[src/rtl/fpu_operand_loader.sv]
// Purpose: assembles fpu operands A and B from a byte stream, holds them stable, then captures the fpu result.
// Latency: result_valid rises HOLD_CYCLES edges after the edge that accepts byte 7.
// Backpressure: byte_ready is low while holding or presenting; the result is held until result_ready.
module fpu_operand_loader #(
    parameter int HOLD_CYCLES    = 40,
    parameter int TIMEOUT_CYCLES = 1000
) (
    input  logic        clock100KHz,
    input  logic        reset,
    input  logic [7:0]  byte_in,
    input  logic        byte_valid,
    output logic        byte_ready,
    output logic [31:0] op_A_out,
    output logic [31:0] op_B_out,
    input  logic [31:0] fpu_data_in,
    input  logic [3:0]  fpu_status_in,
    output logic [31:0] result_out,
    output logic [3:0]  result_status,
    output logic        result_valid,
    input  logic        result_ready,
    output logic        busy,
    output logic        timeout_err
);
    // Timers are sized so their terminal count fits without wrapping.
    localparam int HW = (HOLD_CYCLES > 1) ? $clog2(HOLD_CYCLES) : 1;
    localparam int TW = (TIMEOUT_CYCLES > 1) ? $clog2(TIMEOUT_CYCLES) : 1;
    localparam logic [HW-1:0] HOLD_LAST = HW'(HOLD_CYCLES - 1);
    localparam logic [TW-1:0] IDLE_LAST = TW'(TIMEOUT_CYCLES - 1);

    typedef enum logic [1:0] {
        IDLE    = 2'd0,
        LOAD    = 2'd1,
        HOLD    = 2'd2,
        PRESENT = 2'd3
    } state_t;

    state_t          state;
    state_t          state_nxt;
    logic [2:0]      byte_cnt;
    // Bytes 0..6 are staged here (byte 0 at the top); byte 7 goes straight
    // into op_B_out together with the staged bytes, so it is never stored.
    logic [55:0]     shadow;
    logic [HW-1:0]   hold_cnt;
    logic [TW-1:0]   idle_cnt;
    logic            xfer;
    logic            last_byte;
    logic            hold_done;
    logic            idle_expire;

    assign byte_ready  = (state == IDLE) || (state == LOAD);
    assign busy        = (state != IDLE);
    assign xfer        = byte_valid && byte_ready;
    assign last_byte   = (state == LOAD) && xfer && (byte_cnt == 3'd7);
    assign hold_done   = (state == HOLD) && (hold_cnt == HOLD_LAST);
    // An accepted byte in the same cycle beats the timeout.
    assign idle_expire = (state == LOAD) && !xfer && (idle_cnt == IDLE_LAST);

    // State register.
    always_ff @(posedge clock100KHz) begin
        if (reset) begin
            state <= IDLE;
        end else begin
            state <= state_nxt;
        end
    end

    // Next-state decode; unknown encodings fall back to IDLE.
    always_comb begin
        state_nxt = state;
        case (state)
            IDLE:    if (xfer) state_nxt = LOAD;
            LOAD: begin
                if (last_byte) begin
                    state_nxt = HOLD;
                end else if (idle_expire) begin
                    state_nxt = IDLE;
                end
            end
            HOLD:    if (hold_done) state_nxt = PRESENT;
            PRESENT: if (result_ready) state_nxt = IDLE;
            default: state_nxt = IDLE;
        endcase
    end

    // Operand assembly, settle timer, idle timer and result capture.
    always_ff @(posedge clock100KHz) begin
        if (reset) begin
            byte_cnt      <= '0;
            shadow        <= '0;
            hold_cnt      <= '0;
            idle_cnt      <= '0;
            op_A_out      <= '0;
            op_B_out      <= '0;
            result_out    <= '0;
            result_status <= '0;
            result_valid  <= 1'b0;
            timeout_err   <= 1'b0;
        end else begin
            timeout_err <= idle_expire;
            case (state)
                IDLE: begin
                    if (xfer) begin
                        shadow   <= {48'd0, byte_in};
                        byte_cnt <= 3'd1;
                        idle_cnt <= '0;
                    end
                end
                LOAD: begin
                    if (xfer) begin
                        shadow   <= {shadow[47:0], byte_in};
                        byte_cnt <= byte_cnt + 3'd1;
                        idle_cnt <= '0;
                        if (byte_cnt == 3'd7) begin
                            op_A_out <= shadow[55:24];
                            op_B_out <= {shadow[23:0], byte_in};
                            shadow   <= '0;
                            hold_cnt <= '0;
                        end
                    end else if (idle_expire) begin
                        // Abandon the partial load; presented operands stay as they were.
                        byte_cnt <= '0;
                        shadow   <= '0;
                        idle_cnt <= '0;
                    end else begin
                        idle_cnt <= idle_cnt + TW'(1);
                    end
                end
                HOLD: begin
                    hold_cnt <= hold_cnt + HW'(1);
                    if (hold_done) begin
                        result_out    <= fpu_data_in;
                        result_status <= fpu_status_in;
                        result_valid  <= 1'b1;
                    end
                end
                PRESENT: begin
                    if (result_ready) begin
                        result_valid <= 1'b0;
                    end
                end
                default: ;
            endcase
        end
    end
endmodule

[config.mk]
export PLATFORM = sky130hd
export DESIGN_NAME = fpu_operand_loader
export DESIGN_NICKNAME = d
export VERILOG_FILES = /design/src/rtl/fpu_operand_loader.sv
export SDC_FILE = /design/constraint.sdc
export NUM_CORES = 1
export LEC_CHECK = 0
export CORE_ASPECT_RATIO = 1.4
export CORE_MARGIN = 1.5
export CORE_UTILIZATION = 49
export DETAILED_ROUTE_END_ITERATION = 8
export GPL_ROUTABILITY_DRIVEN = 0
export PLACE_DENSITY = 0.78
export SLEW_MARGIN = 10
export SYNTH_ARGS = -nofsm -noshare
export SYNTH_HDL_FRONTEND = slang
export SYNTH_SLANG_ARGS = --single-unit
[constraint.sdc]
create_clock -name clock100KHz -period 2.5 [get_ports clock100KHz]
set_input_delay 0.25 -clock clock100KHz [delete_from_list [all_inputs] [get_ports clock100KHz]]
set_output_delay 0.25 -clock clock100KHz [all_outputs]
set_load 0.1 [all_outputs]
### Word-level counts from Yosys, hierarchy flattened

Index checks and enable logic that the tools add are counted.

| word-level totals | value |
|---|---|
| bits of input ports | 48 |
| output and inout port bits | 104 |
| word-level logic and storage cells | 72 |
| register bits after elaboration | 179 |

| cells by class | value |
|---|---|
| add/subtract/negate cells | 3 |
| muxes and demuxes | 25 |
| equality and inequality tests | 13 |
| reductions and logical operators | 20 |

Operators with widths:

| kind | count |
|---|---|
| 56-bit 2-to-1 mux | 4 |
| 56-bit one-hot mux with 2 select lines | 1 |
| 10-bit 2-to-1 mux | 3 |
| 10-bit one-hot mux with 2 select lines | 1 |
| 6-bit 2-to-1 mux | 2 |
| 6-bit one-hot mux with 2 select lines | 1 |
| 3-bit AND reduction | 4 |
| 10-bit by 1-bit adder with 10-bit output (second input constant) | 1 |
| 10-bit equality test (second input constant) | 1 |
| 2-bit 2-to-1 mux | 5 |
| 3-bit 2-to-1 mux | 3 |
| 2-bit inequality test (second input constant) | 4 |
| 2-bit one-hot mux with 4 select lines | 1 |
| 2-bit nonzero test | 4 |
| 6-bit by 1-bit adder with 6-bit output (second input constant) | 1 |
| 6-bit equality test (second input constant) | 1 |
| 1-bit logical AND | 6 |
| 3-bit inequality test (second input constant) | 2 |
| 3-bit one-hot mux with 2 select lines | 1 |
| 2-bit equality test (second input constant) | 2 |
| 2-bit AND reduction | 2 |
| 4-bit AND reduction | 1 |
| 3-bit by 1-bit adder with 3-bit output (second input constant) | 1 |
| 3-bit equality test (second input constant) | 1 |
| other kinds (7) | 8 |

### Longest topological paths before layout

| depth | value |
|---|---|
| depth in word-level cells | 9 |
| mapped depth | 8 |

### Least setup slack after synthesis

No wires, ideal clock.

| timing | value |
|---|---|
| path type | register -> register |
| start point | reg with a tool-made name |
| end point | reg state[0] |
| data required time | 2.422 ns |
| arrival | 1.697 ns |
| period minus slack after synthesis | 1.775 ns |
| path slack | 0.725 ns |
| library setup time | 0.078 ns |
| path buffers | 1 |
| cell stages (with the launch flop) | 6 |
| path through | dfxtp_1 buf_2 inv_1 or3_1 a22o_1 nor3_1 |

RTL lines:

| element | RTL line | text |
|---|---|---|
| end signal: assignment | 63 | `state <= state_nxt;` |
| end: declaration | 37 | `state_t state;` |

### Worst setup path after layout

| timing | value |
|---|---|
| start point | reg idle_cnt[0] |
| end point | reg shadow[52] |

| between the ends | value |
|---|---|
| cells in the longest elaborated chain, start to end | 4 |

RTL lines:

| element | RTL line | text |
|---|---|---|
| start: declaration | 44 | `logic [TW-1:0] idle_cnt;` |
| start signal: assignment | 125 | `idle_cnt <= idle_cnt + TW'(1);` |
| 10-bit equality test | 56 | `assign idle_expire = (state == LOAD) && !xfer && (idle_cnt == IDLE_LAST);` |
| 1-bit logical AND | 56 |  |
| 3-bit inequality test (no source line) | n/a |  |
| 3-bit AND reduction (no source line) | n/a |  |
| end signal: assignment | 103 | `shadow <= {48'd0, byte_in};` |
| end signal: assignment | 110 | `shadow <= {shadow[47:0], byte_in};` |
| end: declaration | 42 | `logic [55:0] shadow;` |

Every way passes these cells.
A chain may end at the register's enable or synchronous reset.

==> run summary <==
The pin count of the biggest net entering global routing is 67. In the final layout, the share of cells above drive strength 1 is 17.8%. The via count of the routed design is 5469. Global routing consumed, over all layers together, 21.6% of the routing resources.

For this run the aggregate overflow at the end of global routing stands at 0. Once the clock tree was built, the setup fixing pass inserted 0 buffers. Before antenna repair, the detailed router went through 5 iterations. The via count normalized by instance count is 5.34.

The final count of pins violating max slew came out at 0. The area of the core is 12800 um2. The share of synthesized area occupied by flip-flops and latches is 55.6%.

The number of clock buffers added by TritonCTS is 17. The worst ir drop on vdd is 0.373 mV. The measured slew at the worst slew-check pin is 960 ps.

The mean cell area of the mapped netlist came out at 8.78 um2. The synthesized netlist devotes 0.272% of its cell area to XOR and XNOR gates. The critical path ends at shadow[52].

The cell sitting at the root of the clock tree is a sky130_fd_sc_hd__clkbuf_16. After synthesis, the largest family of logic cells by area is simple AND/OR/NAND/NOR gates. During synthesis, Yosys emitted a total of 0 warnings. The critical path data arrival time is 2450 ps. The worst setup path is captured at a register. The area fraction in compound gates after synthesis is 19.2%. The number of clock sinks came out at 179. The number of synthesized register bits came out at 179. After the flow finishes, the layout carries non-filler instances totaling 1024. The classification of the worst-slack hold path is in -> reg.

The count of maximum capacitance violations is 0. The number of cells after detailed placement came out at 995. The normalized max-slew margin is 36.0%. STA classifies the critical path startpoint as a register. The height of the chip is 139 um.

The register-to-register setup slack is 350 ps. Counting cells, the worst reg-to-reg path comes to 5. The layout-stage area growth over the synthesis result came out at 28.3%. The routed design has 14.9 mm of wire.

The portion of synthesized area spent on multiplexers is 0.330%. Yosys mapped the design onto 49 distinct sky130hd cell types. The initial cell density of the core is 50.3%. The layout net count came out at 913. The destination of the worst register-to-register timing path is shadow[52]. The largest fanout on the critical path is 49.

The worst setup path is of the reg -> reg kind. The number of diodes is 0. From left edge to right edge, the die measures 99.9 um. The area of the mapped netlist is 6440 um2.

For this block, the initial DRC count from the detailed router was 229. The placed standard-cell area is 7750 um2. The clock latency on the worst-skew pair is 420 ps. The synthesized-area fraction occupied by adder cells came out at 0.777%. The highest clock rate came out at 466 MHz.

The worst endpoint required time came out at 2800 ps. Setup violations remaining at the end of the flow were counted as 0. Once detailed placement completed, the half-perimeter wirelength came to 10.1 mm.

TritonCTS built the clock tree. The post-route antenna net violation count is 0. The power per standard cell area is 659 nW/um2. The CTS H-tree depth came out at 4. The flow ran to the end, and the final reports show no timing, DRC or antenna violations.

Clock-pin slew was measured on the worst setup and hold paths at 70 ps. The critical register-to-register path startpoint is idle_cnt[0]. Tracing the worst setup path back leads to its startpoint at idle_cnt[0]. The post-layout minimum cycle time came out at 2150 ps. Setup repair after global routing left no endpoint under its margin. The maximum count of clock buffers along a single path came out at 2. The number of hold buffers added after CTS is 0. The via count of the first global-routing pass came out at 5175. The area of the multi-input gates came out at 2600 um2. The simple-gate share of the synthesized area came out at 19.5%. The floorplan has 49 rows. The final hold slack came out at 208 ps.

The final routed wire length divided by cell count is 14.6 um. On the final layout, the worst clock skew is 11.1 ps. The number of antenna violations at the first check in global routing is 0. The post-synthesis instance total is 734.

The die area came out at 13900 um2. The number of gates resized after cts came out at 0. The library cells used most frequently in the layout, excluding fill and tap cells, are sky130_fd_sc_hd__nand2_1, sky130_fd_sc_hd__dfxtp_1, sky130_fd_sc_hd__buf_4, sky130_fd_sc_hd__a21oi_1, sky130_fd_sc_hd__a22o_1. The analysis attributes to cell leakage a power of 3.09 nW. The library cell used most frequently in the layout, excluding fill and tap cells, is sky130_fd_sc_hd__nand2_1. After detailed routing, the number of remaining DRC violations is 0. The setup total negative slack is 0 ps. The total area of sequential cells is 3580 um2.

The number of fillers in the final layout is 1059. The total nets after synthesis is 786. After routing the design area is 8270 um2.

The number of placed I/O pins is 152. The count of buffers added on input and output ports is 151. The final hold violation count came to 0. The first global-routing pass estimated 24.3 mm of wire. The ratio of final minimum period to clock period came out at 85.8%.
-- worst max-delay path: stages (launching register included) --
cell and delay [ps]:
sky130_fd_sc_hd__dfxtp_1 410, sky130_fd_sc_hd__ha_1 270, sky130_fd_sc_hd__and4bb_4 310, sky130_fd_sc_hd__nand3_4 120, sky130_fd_sc_hd__o21a_2 530, sky130_fd_sc_hd__a22o_1 370
-- kinds of logic (layout without fill, tap and decap cells) --
kind of cell | Yosys count | in the layout
simple gates | 291 | 291
compound gates | 197 | 197
flops | 179 | 179
buf+inv | 59 | 196
fa+ha+maj | 4 | 4
xor+xnor | 2 | 2
mux | 2 | 2
-- Yosys cell counts (all sizes together) --
library cell,n,area share (%)
and4b,1,0.16
nand2,218,13
or4b,1,0.16
a41o,1,0.16
and4,2,0.29
a21boi,2,0.23
and4bb,1,0.25
a32o,1,0.16
mux2,1,0.17
a21oi,109,8.5
clkbuf,22,1.3
nand4,1,0.097
o311ai,1,0.14
mux2i,1,0.16
dfxtp,179,56
a22o,50,6.8
a31oi,3,0.29
xor2,2,0.27
a32oi,2,0.27
inv,5,0.29
nor2,18,1.0
buf,32,2.7
nor4,1,0.097
and3,1,0.097
nand3b,1,0.12
o21a,1,0.12
o31ai,1,0.12
nand4b,2,0.27
a21o,1,0.12
or3,5,0.49
a211o,1,0.14
o21ai,19,1.5
nor3,6,0.62
nor2b,4,0.39
a311oi,2,0.27
nand2b,12,1.2
nand3,15,1.4
a31o,1,0.14
or2,2,0.19
o41a,1,0.17
a41oi,1,0.14
ha,4,0.78
-- how the worst min path moves through the flow --
stage                     startpoint                to  slack (ps)  depth (start not counted)
floorplan               result_ready          register         370                          1
global placement    result_status[1]  result_status[1]         440                          2
detailed placement        shadow[54]      op_A_out[30]         450                          2
CTS                            reset       byte_cnt[2]         200                          2
global route                   reset       byte_cnt[2]         210                          2
finish                         reset       byte_cnt[2]         210                          2
-- state kept, by name, indices dropped and copies added (netlist names), named ones only --
register       count
timeout_err        1
result_valid       1
idle_cnt          10
hold_cnt           6
shadow            56
byte_cnt           3
state              1
op_B_out          32
op_A_out          32
result_out        32
result_status      4
-- layout make-up --
| type | count | share of cell area, % |
|---|---|---|
| clock buffer | 18 | 5.31 |
| clock inverter | 11 | 0.999 |
| inverter | 5 | 0.227 |
| multi-input combinational | 496 | 31.4 |
| sequential | 179 | 43.3 |
| tap | 153 | 2.32 |
| timing repair buffer | 162 | 16.4 |
-- where the power goes --
group | leakage, nW | internal (mW) | switching (mW)
combinational | 1.41 | 0.0950 | 0.106
clock | 0.243 | 1.29 | 1.08
sequential | 1.44 | 2.86 | 0.0138
total | 3.09 | 4.25 | 1.20
-- layer usage --
metal | wire (um) | vias to the layer above | GRT usage [%]
met2 | 8020 | 122 | 39.2
met5 | 0 | - | 0
met4 | 225 | 0 | 7.34
li1 | - | 2750 | -
met1 | 6090 | 2585 | 24.1
met3 | 582 | 12 | 5.29
-- stage by stage --
| step | util, % | worst slack (ps) | total power, mW |
|---|---|---|---|
| after floorplan | - | 725 | 3.04 |
| after global placement | 60.5 | 330 | 3.14 |
| after detailed placement | 60.5 | 227 | 3.14 |
| after CTS | 64.5 | 373 | 5.50 |
| after global routing | 64.5 | 226 | 5.64 |
| final | 64.5 | 355 | 5.45 |
(Power assumes the default switching activity.)
